## config.mk

```make
export PLATFORM = sky130hd
export DESIGN_NAME = multiplier_scheduler_module
export DESIGN_NICKNAME = d
export VERILOG_FILES = /design/src/rtl/kpn_mult_pkg.sv /design/src/rtl/rr_arbiter_module.sv /design/src/rtl/multiplier_scheduler_module.sv
export SDC_FILE = /design/constraint.sdc
export NUM_CORES = 1
export LEC_CHECK = 0
export BUFFER_PORTS_ARGS = -buffer_cell sky130_fd_sc_hd__buf_2
export CAP_MARGIN = 20
export CELL_PAD_IN_SITES_DETAIL_PLACEMENT = 0
export CELL_PAD_IN_SITES_GLOBAL_PLACEMENT = 2
export CORE_MARGIN = 2
export CORE_UTILIZATION = 24
export CTS_CLUSTER_SIZE = 25
export DETAILED_ROUTE_END_ITERATION = 7
export HOLD_SLACK_MARGIN = 0.06
export PLACE_DENSITY_LB_ADDON = 0.3
export SLEW_MARGIN = 20
export SYNTH_ARGS = -nofsm -noshare
export SYNTH_HDL_FRONTEND = slang
export SYNTH_HIERARCHICAL = 1
export SYNTH_SLANG_ARGS = --single-unit
export TNS_END_PERCENT = 10
```

## constraint.sdc

```tcl
create_clock -name clk -period 3.6 [get_ports clk]
set_input_delay 0.54 -clock clk [delete_from_list [all_inputs] [get_ports clk]]
set_output_delay 0.54 -clock clk [all_outputs]
set_load 0.02 [all_outputs]
```

## src/rtl/kpn_mult_pkg.sv

```systemverilog
// Shared constants, state encoding and helpers for the
// KPN multiplier scheduler.
package kpn_mult_pkg;

  localparam int DEF_NUM_REQ      = 4;
  localparam int DEF_DATA_WIDTH   = 16;
  localparam int DEF_MULT_LATENCY = 1;
  localparam int CNT_W            = 3;

  localparam logic [1:0] ST_IDLE    = 2'd0;
  localparam logic [1:0] ST_WAIT    = 2'd1;
  localparam logic [1:0] ST_RESPOND = 2'd2;

  typedef enum logic [1:0] {
    S_IDLE    = ST_IDLE,
    S_WAIT    = ST_WAIT,
    S_RESPOND = ST_RESPOND
  } state_t;

  function automatic int clog2(input int n);
    int r;
    r = 0;
    for (int i = 0; i < 32; i++) begin
      if ((1 << r) < n) r = r + 1;
    end
    return (r < 1) ? 1 : r;
  endfunction

endpackage

```

## src/rtl/rr_arbiter_module.sv

```systemverilog
// Combinational round-robin arbiter; search starts one
// above last_grant and wraps. Pointer lives in the caller.
module rr_arbiter_module
  import kpn_mult_pkg::*;
#(
  parameter int NUM_REQ = DEF_NUM_REQ
) (
  input  logic [NUM_REQ-1:0]        request,
  input  logic [clog2(NUM_REQ)-1:0] last_grant,
  input  logic                      enable,
  output logic [NUM_REQ-1:0]        grant,
  output logic [clog2(NUM_REQ)-1:0] grant_index,
  output logic                      grant_valid
);

  localparam int IDX_W = clog2(NUM_REQ);

  logic [IDX_W-1:0] w_j;

  always_comb begin
    grant       = '0;
    grant_index = '0;
    grant_valid = 1'b0;
    w_j         = '0;
    for (int k = 1; k <= NUM_REQ; k++) begin
      w_j = IDX_W'((int'(last_grant) + k) % NUM_REQ);
      if (enable && !grant_valid && request[w_j]) begin
        grant[w_j]  = 1'b1;
        grant_index = w_j;
        grant_valid = 1'b1;
      end
    end
  end

endmodule

```

## src/rtl/multiplier_scheduler_module.sv

```systemverilog
// Round-robin scheduler sharing one multiplier among
// NUM_REQ producers; one operation in flight at a time.
module multiplier_scheduler_module
  import kpn_mult_pkg::*;
#(
  parameter int NUM_REQ      = DEF_NUM_REQ,
  parameter int DATA_WIDTH   = DEF_DATA_WIDTH,
  parameter int MULT_LATENCY = DEF_MULT_LATENCY
) (
  input  logic                            clk,
  input  logic                            reset,
  input  logic [NUM_REQ-1:0]              req_valid,
  output logic [NUM_REQ-1:0]              req_ready,
  input  logic [NUM_REQ*DATA_WIDTH-1:0]   req_entry_1,
  input  logic [NUM_REQ*DATA_WIDTH-1:0]   req_entry_2,
  output logic [DATA_WIDTH-1:0]           mult_entry_1,
  output logic [DATA_WIDTH-1:0]           mult_entry_2,
  input  logic [2*DATA_WIDTH-1:0]         mult_output_1,
  output logic                            resp_valid,
  input  logic                            resp_ready,
  output logic [clog2(NUM_REQ)-1:0]       resp_id,
  output logic [2*DATA_WIDTH-1:0]         resp_data,
  output logic                            busy
);

  localparam int IDX_W = clog2(NUM_REQ);
  localparam int PW    = 2 * DATA_WIDTH;

  state_t r_state;
  state_t w_next;

  logic [IDX_W-1:0]      r_last_grant;
  logic [IDX_W-1:0]      r_resp_id;
  logic [CNT_W-1:0]      r_wait_cnt;
  logic [DATA_WIDTH-1:0] r_entry_1;
  logic [DATA_WIDTH-1:0] r_entry_2;
  logic [PW-1:0]         r_resp_data;

  logic [NUM_REQ-1:0]    w_grant;
  logic [IDX_W-1:0]      w_gidx;
  logic                  w_accept;
  logic                  w_arb_en;
  logic                  w_wait_end;
  logic [DATA_WIDTH-1:0] w_op1;
  logic [DATA_WIDTH-1:0] w_op2;

  // Arbitration is held off during reset so no accept
  // pulse is shown for a request that will be discarded.
  assign w_arb_en = (r_state == S_IDLE) && !reset;

  rr_arbiter_module #(
    .NUM_REQ (NUM_REQ)
  ) u_arb (
    .request     (req_valid),
    .last_grant  (r_last_grant),
    .enable      (w_arb_en),
    .grant       (w_grant),
    .grant_index (w_gidx),
    .grant_valid (w_accept)
  );

  assign w_wait_end = (r_state == S_WAIT)
                   && (r_wait_cnt == '0);

  always_comb begin
    w_op1 = '0;
    w_op2 = '0;
    for (int i = 0; i < NUM_REQ; i++) begin
      if (w_gidx == IDX_W'(i)) begin
        w_op1 = req_entry_1[i*DATA_WIDTH +: DATA_WIDTH];
        w_op2 = req_entry_2[i*DATA_WIDTH +: DATA_WIDTH];
      end
    end
  end

  always_ff @(posedge clk) begin
    if (reset) r_state <= S_IDLE;
    else       r_state <= w_next;
  end

  always_comb begin
    w_next = r_state;
    unique case (r_state)
      S_IDLE:    if (w_accept)   w_next = S_WAIT;
      S_WAIT:    if (w_wait_end) w_next = S_RESPOND;
      S_RESPOND: if (resp_ready) w_next = S_IDLE;
      default:                   w_next = S_IDLE;
    endcase
  end

  always_ff @(posedge clk) begin
    if (reset) begin
      r_last_grant <= IDX_W'(NUM_REQ - 1);
      r_resp_id    <= '0;
      r_wait_cnt   <= '0;
      r_entry_1    <= '0;
      r_entry_2    <= '0;
      r_resp_data  <= '0;
    end else begin
      if (w_accept) begin
        r_entry_1    <= w_op1;
        r_entry_2    <= w_op2;
        r_resp_id    <= w_gidx;
        r_last_grant <= w_gidx;
        r_wait_cnt   <= CNT_W'(MULT_LATENCY);
      end else if (r_state == S_WAIT
                   && r_wait_cnt != '0) begin
        r_wait_cnt <= r_wait_cnt - 1'b1;
      end
      if (w_wait_end) r_resp_data <= mult_output_1;
    end
  end

  assign req_ready    = w_grant;
  assign mult_entry_1 = r_entry_1;
  assign mult_entry_2 = r_entry_2;
  assign resp_valid   = (r_state == S_RESPOND);
  assign resp_id      = r_resp_id;
  assign resp_data    = r_resp_data;
  assign busy         = (r_state != S_IDLE);

endmodule

```

# ---- Yosys cells after proc, flatten, opt, wreduce, memory -nomap -nowiden
# Index checks and enable logic that the tools add are counted.
dict set report classes {
  order_cmp 8
  n_reduce_logical 26
  n_addsub 5
  mux 42
  eq_ne 8
  bitwise_logic 3
}
# operator count
set ops {}
lappend ops {{16-bit two-way mux} 8}
lappend ops {{4-bit two-way mux} 4}
lappend ops {{1-bit logical AND} 14}
lappend ops {{1-bit two-way mux} 14}
lappend ops {{2-bit two-way mux} 7}
lappend ops {{2-bit by 3-bit < comparator with 1-bit output, second input constant} 4}
lappend ops {{4-bit OR} 3}
lappend ops {{1-bit binary-select mux with 2-bit select} 4}
lappend ops {{1-bit demux with 2-bit select} 4}
lappend ops {{2-bit by 1-bit greater-or-equal comparator with 1-bit output, second input constant} 4}
lappend ops {{2-bit equality test, second input constant} 3}
lappend ops {{2-bit one-hot mux with 3 select lines} 1}
lappend ops {{2-bit by 1-bit adder with 2-bit output, second input constant} 2}
lappend ops {{2-bit adder, second input constant} 2}
lappend ops {{2-bit by 1-bit equality test with 1-bit output, second input constant} 2}
lappend ops {{1-bit zero test} 4}
lappend ops {{2-bit zero test} 2}
lappend ops {{2-bit by 1-bit != test with 1-bit output, second input constant} 2}
lappend ops {{2-bit nonzero test} 2}
lappend ops {{3-bit zero test} 1}
lappend ops {{3-bit AND reduction} 1}
lappend ops {{3-bit nonzero test} 1}
lappend ops {{3-bit by 1-bit subtractor with 3-bit output, second input constant} 1}
lappend ops {{2-bit != test, second input constant} 1}
lappend ops {{2-bit OR reduction} 1}
dict set report totals {
  elab_cells 100
  regBits 73
  output_inout_bits 72
}

# ---- Logic depth before layout (Yosys ltp)
# Gate-level depths: netlist of the first run.
dict set report depth {
  depth_word 22
  mapped_depth 12
}

# ---- Hierarchy
# The synthesis of the first run kept the hierarchy.
# module seq_area_each_um2 cells_per_inst n_inst area_per_inst_um2
set by_module_without_submodules {}
lappend by_module_without_submodules {multiplier_scheduler_module 1461.4 328 1 3435.8}
lappend by_module_without_submodules {rr_arbiter_module 0.0 65 1 521.8}

# ---- Worst setup path after synthesis of the first run
# Ideal clock, no wire load.
dict set report synth_path {
  kind {input-to-reg}
  startpoint {input reset}
  endpoint {register r_entry_2[3], in the netlist mult_entry_2[3]}
  required_time_ps 3472
  setup_slack_ps 473
  setup_ps 128
  t_arrival_ps 2999
  n_path_buf 4
  path_stages 12
  cell_sequence {clkbuf_1 -> clkbuf_1 -> nor2_1 -> inv_1 -> or3_1 -> a221oi_1 -> o32a_1 -> clkbuf_1 -> buf_2 -> mux4_2 -> mux2i_1 -> nor2_1}
}
dict set report synth_via {
  elab_chain_len 21
  word_cells_on_any_way 28
  cone_classes {eq/ne (3); mux (12); reduce/logical (13)}
}
# item line_no
set synth_lines {}
lappend synth_lines {{start, declared} multiplier_scheduler_module.sv:11} ;# input logic reset,
lappend synth_lines {{1-bit zero test (*)} multiplier_scheduler_module.sv:49} ;# assign w_arb_en = (r_state == S_IDLE) && !reset;
lappend synth_lines {{1-bit logical AND (*)} multiplier_scheduler_module.sv:49}
lappend synth_lines {{via w_arb_en} multiplier_scheduler_module.sv:42} ;# logic w_arb_en;
lappend synth_lines {{1-bit logical AND} rr_arbiter_module.sv:27} ;# if (enable && !grant_valid && request[w_j]) begin
lappend synth_lines {{1-bit two-way mux} rr_arbiter_module.sv:27}
lappend synth_lines {{1-bit zero test} rr_arbiter_module.sv:27}
lappend synth_lines {{1-bit logical AND (2 in series)} rr_arbiter_module.sv:27}
lappend synth_lines {{1-bit two-way mux} rr_arbiter_module.sv:27}
lappend synth_lines {{(+3 left out)} --}
lappend synth_lines {{1-bit two-way mux} rr_arbiter_module.sv:27}
lappend synth_lines {{1-bit zero test} rr_arbiter_module.sv:27}
lappend synth_lines {{1-bit logical AND (2 in series)} rr_arbiter_module.sv:27}
lappend synth_lines {{2-bit two-way mux (*)} rr_arbiter_module.sv:27}
lappend synth_lines {{via w_gidx[1]} multiplier_scheduler_module.sv:40} ;# logic [IDX_W-1:0] w_gidx;
lappend synth_lines {{2-bit zero test} multiplier_scheduler_module.sv:69} ;# if (w_gidx == IDX_W'(i)) begin
lappend synth_lines {{16-bit two-way mux (3 in series)} multiplier_scheduler_module.sv:69}
lappend synth_lines {{16-bit two-way mux (*)} multiplier_scheduler_module.sv:69}
lappend synth_lines {{end signal, assigned} multiplier_scheduler_module.sv:102} ;# r_entry_2 <= w_op2;
lappend synth_lines {{end, declared} multiplier_scheduler_module.sv:36} ;# logic [DATA_WIDTH-1:0] r_entry_2;
# Mark *: on every way through the listed nets, which the timed path passes. The rest lies on a longest branch.
# A chain may end at the register's enable or synchronous reset.

# ---- Worst setup path in the final report of the first run
dict set report layout_path {
  startpoint {register r_last_grant[0]}
  endpoint {register r_entry_2[1], in the netlist mult_entry_2[1]}
}
dict set report layout_via {
  elab_chain_len 22
  word_cells_on_any_way 38
  cone_classes {add/sub (4); eq/ne (3); mux (20); reduce/logical (11)}
}
# item line_no
set layout_lines {}
lappend layout_lines {{start, declared} multiplier_scheduler_module.sv:32} ;# logic [IDX_W-1:0] r_last_grant;
lappend layout_lines {{start signal, assigned} multiplier_scheduler_module.sv:93} ;# r_last_grant <= IDX_W'(NUM_REQ - 1);
lappend layout_lines {{start signal, assigned} multiplier_scheduler_module.sv:104} ;# r_last_grant <= w_gidx;
lappend layout_lines {{2-bit by 1-bit adder with 2-bit output} rr_arbiter_module.sv:26} ;# w_j = IDX_W'((int'(last_grant) + k) % NUM_REQ);
lappend layout_lines {{1-bit binary-select mux with 2-bit select} rr_arbiter_module.sv:27}
lappend layout_lines {{1-bit two-way mux (implied by the code)} rr_arbiter_module.sv:27}
lappend layout_lines {{1-bit logical AND} rr_arbiter_module.sv:27}
lappend layout_lines {{1-bit two-way mux} rr_arbiter_module.sv:27}
lappend layout_lines {{1-bit zero test} rr_arbiter_module.sv:27}
lappend layout_lines {{1-bit logical AND (2 in series)} rr_arbiter_module.sv:27}
lappend layout_lines {{1-bit two-way mux} rr_arbiter_module.sv:27}
lappend layout_lines {{(+3 left out)} --}
lappend layout_lines {{1-bit two-way mux} rr_arbiter_module.sv:27}
lappend layout_lines {{1-bit zero test} rr_arbiter_module.sv:27}
lappend layout_lines {{1-bit logical AND (2 in series)} rr_arbiter_module.sv:27}
lappend layout_lines {{2-bit two-way mux (*)} rr_arbiter_module.sv:27}
lappend layout_lines {{via w_gidx[0]} multiplier_scheduler_module.sv:40}
lappend layout_lines {{2-bit zero test} multiplier_scheduler_module.sv:69}
lappend layout_lines {{16-bit two-way mux (3 in series)} multiplier_scheduler_module.sv:69}
lappend layout_lines {{16-bit two-way mux (*)} multiplier_scheduler_module.sv:69}
# Mark *: on every way through the listed nets, which the timed path passes. The rest lies on a longest branch. The select of a mux whose other input is x is not followed.

==> results.sh, run 1 <==
export IMPL_outcome="complete, no violations"
export IMPL_setup_viol_count_final=0
export IMPL_vias=3869
export IMPL_synthSimpleGateAreaFrac_pct=14.9
export IMPL_r2r_start="r_last_grant[0]$_SDFFE_PP1P_"
export IMPL_hpwl_um=9530
export IMPL_skew_ns=0.00806
export IMPL_dp_cells=826
export IMPL_clk_path_buf_depth=2
export IMPL_tns_ns=0
export IMPL_syn_cell_area_sq_mm=0.00396
export IMPL_worstPathRequired_ns=3.78
export IMPL_route_detailed_drc=0
export IMPL_overflow=0
export IMPL_worstPathCellList="inv_1, ha_1, mux4_2, o22ai_1, a22o_2, buf_4, mux4_1, mux2i_1, nor2_1"
export IMPL_ys_flop_type="dfxtp_1"
export IMPL_drt_initial_drc_count=185
export IMPL_critPathSlowestCell="mux4_1"
export IMPL_synth_compound_area_share_pct=10.7
export IMPL_insertion_delay_ns=0.33
export IMPL_ys_top_cells_by_area="dfxtp_1 (37%), mux4_2 (17%), mux2i_1 (9.4%)"
export IMPL_fin_cells=842
export IMPL_yosysTopAreaCell="dfxtp_1"
export IMPL_cp_start_kind="flop"
export IMPL_rr_worst_depth=9
export IMPL_ir_worst_vdd_mv=0.377
export IMPL_avgViaCountPerCell=4.60
export IMPL_finalNetCount=797
export IMPL_cts_clk_slew_worst_paths_ns=0.06
export IMPL_rows=46
export IMPL_drv_slew=0
export IMPL_drv_cap=0
export IMPL_fin_crit_ns=3.26
export IMPL_worstSetupEndpointType="flop"
export IMPL_cp_top_family="multiplexers"
export IMPL_seq_area_frac_synth_pct=36.9
export IMPL_synth_xor_area_share_pct=0
export IMPL_holdPathEnd="resp_data[2]$_SDFFE_PP0P_"
export IMPL_post_route_period_util_pct=90.5
export IMPL_final_area_sq_mm=0.00561
export IMPL_leakage_nw=2.66
export IMPL_synth_top_area_share_pct=36.9
export IMPL_wire_per_inst_um=15.0
export IMPL_synthArstFlopShare_pct=0
export IMPL_drt_pass1_iterations=4
export IMPL_synth_adder_area_share_pct=2.85
export IMPL_die_h_um=132
export IMPL_die_w_um=132
export IMPL_tritoncts="built"
export IMPL_cts_setup_buffers=0
export IMPL_ant_nets=0
export IMPL_final_layout_size_suffix_gt1_share_pct=48.6
export IMPL_reg2reg_to="mult_entry_2[1]$_SDFFE_PP0P_"
export IMPL_grt_max_degree=74
export IMPL_cp_max_fo=33
export IMPL_relSlewSlack_pct=46.9
export IMPL_syn_to_final_growth_pct=41.7
export IMPL_gp_congestion=0.790
export IMPL_cts_sinks=73
export IMPL_cts_buffers_inserted=9
export IMPL_min_path_type="in2reg"
export IMPL_antenna_found_initial=0
export IMPL_yosys_warnings=6
export IMPL_synth_edff_count=0
export IMPL_hold_viol=0
export IMPL_core_region_area_sq_mm=0.0160
export IMPL_grt_pass1_wl_um=19700
export IMPL_worst_path_buf_inv=2
export IMPL_avgSynthCellArea_sq_um=10.1
export IMPL_initial_core_util_pct=24.7
export IMPL_clock_fmax_mhz=307
export IMPL_cts_htree_levels=3
export IMPL_io_buffers=238
export IMPL_placed_area_sq_mm=0.00532
export IMPL_slowest_delay_ns=0.64
export IMPL_powerDensity_mw_per_mm2=851
export IMPL_grt_pass1_vias=3886
export IMPL_arrival_ns=3.44
export IMPL_synth_mux_area_share_pct=29.0
export IMPL_rrSetupSlack_ns=0.34
export IMPL_cts_resized=0
export IMPL_die_area_sq_mm=0.0175
export IMPL_crit_type="reg2reg"
export IMPL_synth_seq_cells=73
export IMPL_holdBufCountCts=0
export IMPL_syn_nets=569
export IMPL_drt_wl_total_um=12600
export IMPL_min_delay_start="mult_output_1[2]"
export IMPL_synth_top_family_by_area="multiplexers"
export IMPL_cts_root_buf="clkbuf_16"
export IMPL_io_pins=239
export IMPL_syn_inst=393
export IMPL_ys_types=46
export IMPL_rsz0062_at_grt="no"
export IMPL_hold_path_depth=3
export IMPL_tightest_slew_ns=0.796
export IMPL_grt_util_all_layers_pct=14.1
export IMPL_insertedDiodeCount=0
[worst min-delay path: stages]
cell and delay, ns:
buf_2 0.09, nand2_1 0.04, a21oi_1 0.05
[report_power, final]
group	internal [mW]	switching (mW)
clock network	0.508	0.351
registers	1.09	0.153
logic	1.19	1.49
total	2.79	1.99
[cell type report]
| cell class | instances | area, sq um |
|---|---|---|
| Clock buffer | 11 | 253 |
| Fill cell | 1732 | 10400 |
| Inverter | 7 | 26.3 |
| Clock inverter | 5 | 37.5 |
| Sequential cell | 73 | 1460 |
| Timing Repair Buffer | 247 | 1280 |
| Tap cell | 216 | 270 |
| Multi-Input combinational cell | 283 | 2280 |
[stage by stage]
step	utilization, %	power, mW	setup slack, ns	hold slack (ns)
6_report	35.1	4.77	0.342	0.445
5_1_grt	35.1	5.15	0.0529	0.436
4_1_cts	35.1	4.88	0.288	0.426
3_5_place_dp	33.2	3.98	0.308	0.444
3_3_place_gp	33.2	3.96	0.359	0.438
2_1_floorplan	-	3.30	0.473	0.479
[sequential cells by signal, indices dropped and copies added (netlist names)]
name and flops:
r_state 2, r_last_grant 2, r_wait_cnt 3, mult_entry_2 16, resp_data 32, resp_id 2, mult_entry_1 16
[logic make-up (layout without fill, tap and decap cells)]
| family | Yosys count | count (layout) |
|---|---|---|
| multiplexers | 72 | 72 |
| AO/OA/AOI/OAI | 66 | 66 |
| AND/OR/NAND/NOR | 136 | 136 |
| adder cells (fa/ha/maj) | 9 | 9 |
| flip-flops | 73 | 73 |
| buffers and inverters | 37 | 270 |
[cell usage after synthesis, types with 4 or more instances]
| cell | count |
|---|---|
| dfxtp_1 | 73 |
| nand2_1 | 73 |
| a21oi_1 | 40 |
| nor2_1 | 38 |
| mux2i_1 | 37 |
| mux4_2 | 30 |
| clkbuf_1 | 13 |
| buf_2 | 10 |
| ha_1 | 9 |
| inv_1 | 7 |
| and3_1 | 5 |
| a221o_1 | 4 |
| a31o_1 | 4 |
| o21ai_0 | 4 |
[per-layer routing]
| layer | track usage (%) | wire length, um |
|---|---|---|
| met5 | 0 | 0 |
| met4 | 5.20 | 286 |
| met3 | 3.83 | 1000 |
| met2 | 25.1 | 6190 |
| met1 | 16.2 | 5120 |
[how the worst max path moves through the flow]
| stage | start | endpoint | cells past startpoint |
|---|---|---|---|
| detailed placement | r_last_grant[0]$_SDFFE_PP1P_ | mult_entry_2[2]$_SDFFE_PP0P_ | 9 |
| CTS | r_last_grant[0]$_SDFFE_PP1P_ | mult_entry_2[1]$_SDFFE_PP0P_ | 9 |
| global placement | req_valid[2] | mult_entry_2[2]$_SDFFE_PP0P_ | 9 |
| global route | r_last_grant[0]$_SDFFE_PP1P_ | mult_entry_2[1]$_SDFFE_PP0P_ | 10 |
| floorplan | reset | mult_entry_2[3]$_SDFFE_PP0P_ | 12 |
| finish | r_last_grant[0]$_SDFFE_PP1P_ | mult_entry_2[1]$_SDFFE_PP0P_ | 9 |
[placed cells by master, fill, tap and decap left out, types with 5 or more instances in the layout]
master,synthesis,final
dfxtp_1,73,73
nor2_1,38,38
buf_2,10,238
and3_1,5,5
ha_1,9,9
clkbuf_16,0,9
mux4_2,30,30
inv_1,7,7
buf_4,2,7
a21oi_1,40,40
mux2i_1,37,37
nand2_1,73,72
Note: power is estimated with default switching activity, not from simulation.
==> inputs of run 2 (changes only) <==
Settings changed: SETUP_SLACK_MARGIN from default to 0.4.
==> results.sh, run 2 (same netlist as run 1, synthesis figures left out) <==
export IMPL_finalNetCount=797
export IMPL_tritoncts="built"
export IMPL_cp_start_kind="flop"
export IMPL_min_path_type="in2reg"
export IMPL_final_cell_mix="buf_2 (238), nand2_1 (72), dfxtp_1 (72)"
export IMPL_post_route_period_util_pct=83.4
export IMPL_antenna_found_initial=0
export IMPL_cts_root_buf="clkbuf_16"
export IMPL_grt_max_degree=74
export IMPL_tns_ns=0
export IMPL_die_h_um=132
export IMPL_io_buffers=238
export IMPL_power_mw=4.79
export IMPL_clock_fmax_mhz=333
export IMPL_rsz0062_at_grt="yes"
export IMPL_worstSetupEndpointType="flop"
export IMPL_rows=46
export IMPL_fillers=1734
export IMPL_avgViaCountPerCell=4.57
export IMPL_hold_viol=0
export IMPL_fin_crit_ns=3.00
export IMPL_cts_clk_slew_worst_paths_ns=0.06
export IMPL_drt_wl_total_um=12600
export IMPL_ant_nets=0
export IMPL_relSlewSlack_pct=47.1
export IMPL_cts_sinks=73
export IMPL_cts_buffers_inserted=9
export IMPL_gp_congestion=0.790
export IMPL_arrival_ns=3.18
export IMPL_syn_to_final_growth_pct=42.1
export IMPL_grt_pass1_vias=3886
export IMPL_worstPathRequired_ns=3.78
export IMPL_grt_pass1_wl_um=19700
export IMPL_clk_path_buf_depth=2
export IMPL_drv_cap=0
export IMPL_tightest_slew_ns=0.793
export IMPL_wire_per_inst_um=15.0
export IMPL_insertion_delay_ns=0.33
export IMPL_skew_ns=0.00806
export IMPL_drt_pass1_iterations=4
export IMPL_core_region_area_sq_mm=0.0160
export IMPL_powerDensity_mw_per_mm2=852
export IMPL_die_w_um=132
export IMPL_initial_core_util_pct=24.7
export IMPL_layout_commonest_cell="buf_2"
export IMPL_outcome="complete, no violations"
export IMPL_hpwl_um=9530
export IMPL_cts_htree_levels=3
export IMPL_setup_viol_count_final=0
export IMPL_ir_worst_vdd_mv=0.378
export IMPL_drt_initial_drc_count=208
export IMPL_vias=3851
export IMPL_cp_max_fo=33
export IMPL_largest_register_ff_count=32
export IMPL_crit_type="reg2reg"
export IMPL_final_layout_size_suffix_gt1_share_pct=48.9
export IMPL_route_detailed_drc=0
export IMPL_drv_slew=0
export IMPL_leakage_nw=2.66
export IMPL_grt_util_all_layers_pct=14.1
export IMPL_insertedDiodeCount=0
export IMPL_die_area_sq_mm=0.0175
export IMPL_io_pins=239
export IMPL_overflow=0
run 2: cell count changes in the layout (fill, tap and decap cells not counted):
cell	delta
clkbuf_8	+1
inv_2	+1
dfxtp_1	-1
dfxtp_2	+1
buf_4	-1
o22ai_4	+1
o22ai_2	-1
inv_1	-1
run 2: layout make-up:
| class | count | area (sq um) | area share [%] |
|---|---|---|---|
| clock buffers | 11 | 253 | 4.49 |
| clock inverters | 5 | 37.5 | 0.667 |
| inverters | 7 | 26.3 | 0.467 |
| multi-input cells | 283 | 2280 | 40.6 |
| flip-flops and latches | 73 | 1460 | 26.0 |
| well taps | 216 | 270 | 4.81 |
| repair buffers | 247 | 1290 | 22.9 |
run 2: final timing paths:
path	start	endpoint	slack [ns]	cells after the start
setup / recovery	r_last_grant[0]$_SDFFE_PP1P_	mult_entry_2[1]$_SDFFE_PP0P_	0.60	9
hold / removal	mult_output_1[2]	resp_data[2]$_SDFFE_PP0P_	0.45	3
setup reg to reg	r_last_grant[0]$_SDFFE_PP1P_	mult_entry_2[1]$_SDFFE_PP0P_	0.60	9
hold reg to reg	resp_data[26]$_SDFFE_PP0P_	resp_data[26]$_SDFFE_PP0P_	0.45	2
run 2: stage by stage:
| step | worst slack [ns] | util, % | hold slack, ns | area (sq um) | std cells |
|---|---|---|---|---|---|
| finish | 0.598 | 35.2 | 0.445 | 5620 | 842 |
| detailed placement | 0.308 | 33.2 | 0.444 | 5320 | 826 |
| global placement | 0.359 | 33.2 | 0.438 | 5320 | 826 |
| floorplan | 0.473 | - | 0.479 | 3960 | 393 |
| global route | 0.395 | 35.2 | 0.436 | 5620 | 842 |
| CTS | 0.436 | 35.1 | 0.426 | 5610 | 842 |
run 2: critical path, stage by stage, from the launching register on:
cell      delay [ns]
dfxtp_2         0.40
inv_1           0.11
ha_1            0.37
mux4_2          0.39
o22ai_1         0.21
a22o_2          0.16
clkbuf_8        0.34
mux4_1          0.61
mux2i_1         0.15
nor2_1          0.06
run 2: what timing repair did:
action | CTS | global route
hold buffers | 0 | 0
endpoints found under the hold margin | 0 | 0
buffers inserted | 0 | 0
endpoints found under the setup margin | 32 | 36
gates resized for setup | 1 | 4
run 2: metal layers:
| layer | global-route usage [%] | vias to the layer above | routed length (um) |
|---|---|---|---|
| li1 | - | 1872 | - |
| met1 | 16.2 | 1773 | 5120 |
| met2 | 25.1 | 187 | 6190 |
| met3 | 3.83 | 19 | 1020 |
| met4 | 5.20 | 0 | 286 |
| met5 | 0 | - | 0 |
run 2: where the power goes:
group	total, mW	internal, mW	switching [mW]
Clock	0.858	0.508	0.351
Sequential	1.24	1.09	0.153
Combinational	2.70	1.20	1.49
==> inputs of run 3 (changes only) <==
Settings changed: CORE_UTILIZATION 24 to 22.
Clock period 3.6 ns to 2.68 ns, I/O delays scaled along.
==> results.sh, run 3 (same netlist as run 1, synthesis figures left out) <==
export IMPL_min_path_type="in2reg"
export IMPL_rows=49
export IMPL_cts_sinks=73
export IMPL_antenna_found_initial=1
export IMPL_die_w_um=138
export IMPL_clk_path_buf_depth=2
export IMPL_hold_viol=0
export IMPL_critPathSlowestCell="dfxtp_4"
export IMPL_fin_crit_ns=2.66
export IMPL_largest_register_ff_count=32
export IMPL_syn_to_final_growth_pct=55.8
export IMPL_insertedDiodeCount=0
export IMPL_leakage_nw=2.85
export IMPL_drv_cap=0
export IMPL_relSlewSlack_pct=46.9
export IMPL_reg2reg_to="mult_entry_1[6]$_SDFFE_PP0P_"
export IMPL_hpwl_um=9850
export IMPL_route_detailed_drc=0
export IMPL_skew_ns=0.00596
export IMPL_rsz0062_at_grt="yes"
export IMPL_io_pins=239
export IMPL_dp_cells=848
export IMPL_worstPathCellList="buf_6, mux2i_2, o22ai_4, buf_4, a211oi_4, a221o_1, buf_6"
export IMPL_utilization_pct=34.7
export IMPL_drv_slew=0
export IMPL_slowest_delay_ns=0.39
export IMPL_cts_root_buf="clkbuf_16"
export IMPL_tns_ns=0
export IMPL_rrSetupSlack_ns=0.04
export IMPL_cp_start_kind="flop"
export IMPL_cp_endpoint="req_ready[0]"
export IMPL_setup_viol_count_final=0
export IMPL_finalNetCount=820
export IMPL_die_h_um=138
export IMPL_cts_buffers_inserted=9
export IMPL_initial_core_util_pct=22.3
export IMPL_grt_pass1_vias=3926
export IMPL_final_cell_mix="buf_2 (235), nand2_1 (70), dfxtp_1 (70)"
export IMPL_tightest_slew_ns=0.797
export IMPL_holdBufCountCts=0
export IMPL_ant_nets=0
export IMPL_cts_htree_levels=3
export IMPL_cts_clk_slew_worst_paths_ns=0.06
export IMPL_layout_commonest_cell="buf_2"
export IMPL_r2r_start="r_last_grant[0]$_SDFFE_PP1P_"
export IMPL_avgViaCountPerCell=4.50
export IMPL_drt_initial_drc_count=109
export IMPL_arrival_ns=2.26
export IMPL_grt_max_degree=74
export IMPL_worstPathRequired_ns=2.28
export IMPL_crit_path_frequent_cell="buf_6"
export IMPL_die_area_sq_mm=0.0191
export IMPL_core_region_area_sq_mm=0.0178
export IMPL_post_route_period_util_pct=99.2
export IMPL_overflow=0
export IMPL_powerDensity_mw_per_mm2=1220
export IMPL_rr_worst_depth=12
export IMPL_insertion_delay_ns=0.33
export IMPL_tritoncts="built"
export IMPL_vias=3953
export IMPL_fin_cells=878
export IMPL_outcome="complete, no violations"
export IMPL_grt_pass1_wl_um=21300
export IMPL_worstSetupEndpointType="primary output"
export IMPL_drt_wl_total_um=13700
export IMPL_wire_per_inst_um=15.7
export IMPL_grt_util_all_layers_pct=13.9
export IMPL_drt_pass1_iterations=4
export IMPL_ir_worst_vdd_mv=0.381
export IMPL_gp_congestion=0.853
export IMPL_final_layout_size_suffix_gt1_share_pct=54.4
export IMPL_clock_fmax_mhz=376
export IMPL_critPathLaunch="r_last_grant[0]$_SDFFE_PP1P_"
export IMPL_io_buffers=238
export IMPL_crit_type="reg2out"
export IMPL_power_mw=7.54
export IMPL_cp_max_fo=9
## run 3: cell type report
cell class / instances / area, sq um
clock buffer: 12 / 278
clock inverter: 4 / 47.5
fill: 1870 / 11600
inverter: 7 / 36.3
multi-input combinational: 283 / 2430
sequential: 73 / 1470
tap: 229 / 287
timing repair buffer: 270 / 1620
## run 3: how the worst min path moves through the flow
| stage | from | endpoint | slack (ns) | cells past startpoint |
|---|---|---|---|---|
| after global routing | mult_output_1[7] | resp_data[7]$_SDFFE_PP0P_ | 0.30 | 3 |
| final | mult_output_1[2] | resp_data[2]$_SDFFE_PP0P_ | 0.30 | 3 |
| after floorplan | r_wait_cnt[1]$_SDFFE_PP0P_ | r_wait_cnt[1]$_SDFFE_PP0P_ | 0.48 | 2 |
| after detailed placement | resp_data[12]$_SDFFE_PP0P_ | resp_data[12]$_SDFFE_PP0P_ | 0.45 | 2 |
| after CTS | mult_output_1[28] | resp_data[28]$_SDFFE_PP0P_ | 0.29 | 3 |
| after global placement | resp_data[9]$_SDFFE_PP0P_ | resp_data[9]$_SDFFE_PP0P_ | 0.44 | 2 |
## run 3: critical path: cells and delay by family (launching register included)
kind,cells,cell delay [ns]
flops,1,0.39
buf+inv,3,0.49
mux,1,0.36
compound gates,3,0.67
## run 3: repair_timing
action,in CTS,in global routing
hold endpoints to repair,0,0
pin swaps,8,4
cloned,3,1
setup endpoints to repair,37,40
resized for setup,37,13
buffers inserted,8,2
## run 3: layer usage
layer | vias up | share of wire (%) | track usage (%)
li1 | 1922 | - | -
met1 | 1826 | 44 | 17.9
met2 | 187 | 47 | 22.0
met3 | 18 | 7.5 | 4.26
met4 | 0 | 1.9 | 5.59
met5 | - | 0 | 0
## run 3: where the power goes
part	total [mW]	internal [mW]	switching (mW)
logic	4.55	2.22	2.34
clock network	1.30	0.825	0.478
registers	1.68	1.47	0.218
total	7.54	4.51	3.03
## run 3: metrics by stage
step | instance area (sq um) | hold slack, ns | setup slack [ns]
2_1_floorplan | 4030 | 0.479 | 0.0907
3_3_place_gp | 5450 | 0.439 | 0.0306
3_5_place_dp | 5450 | 0.446 | 0.0123
4_1_cts | 6060 | 0.287 | -0.00355
5_1_grt | 6170 | 0.298 | -0.0900
6_report | 6170 | 0.304 | 0.0217
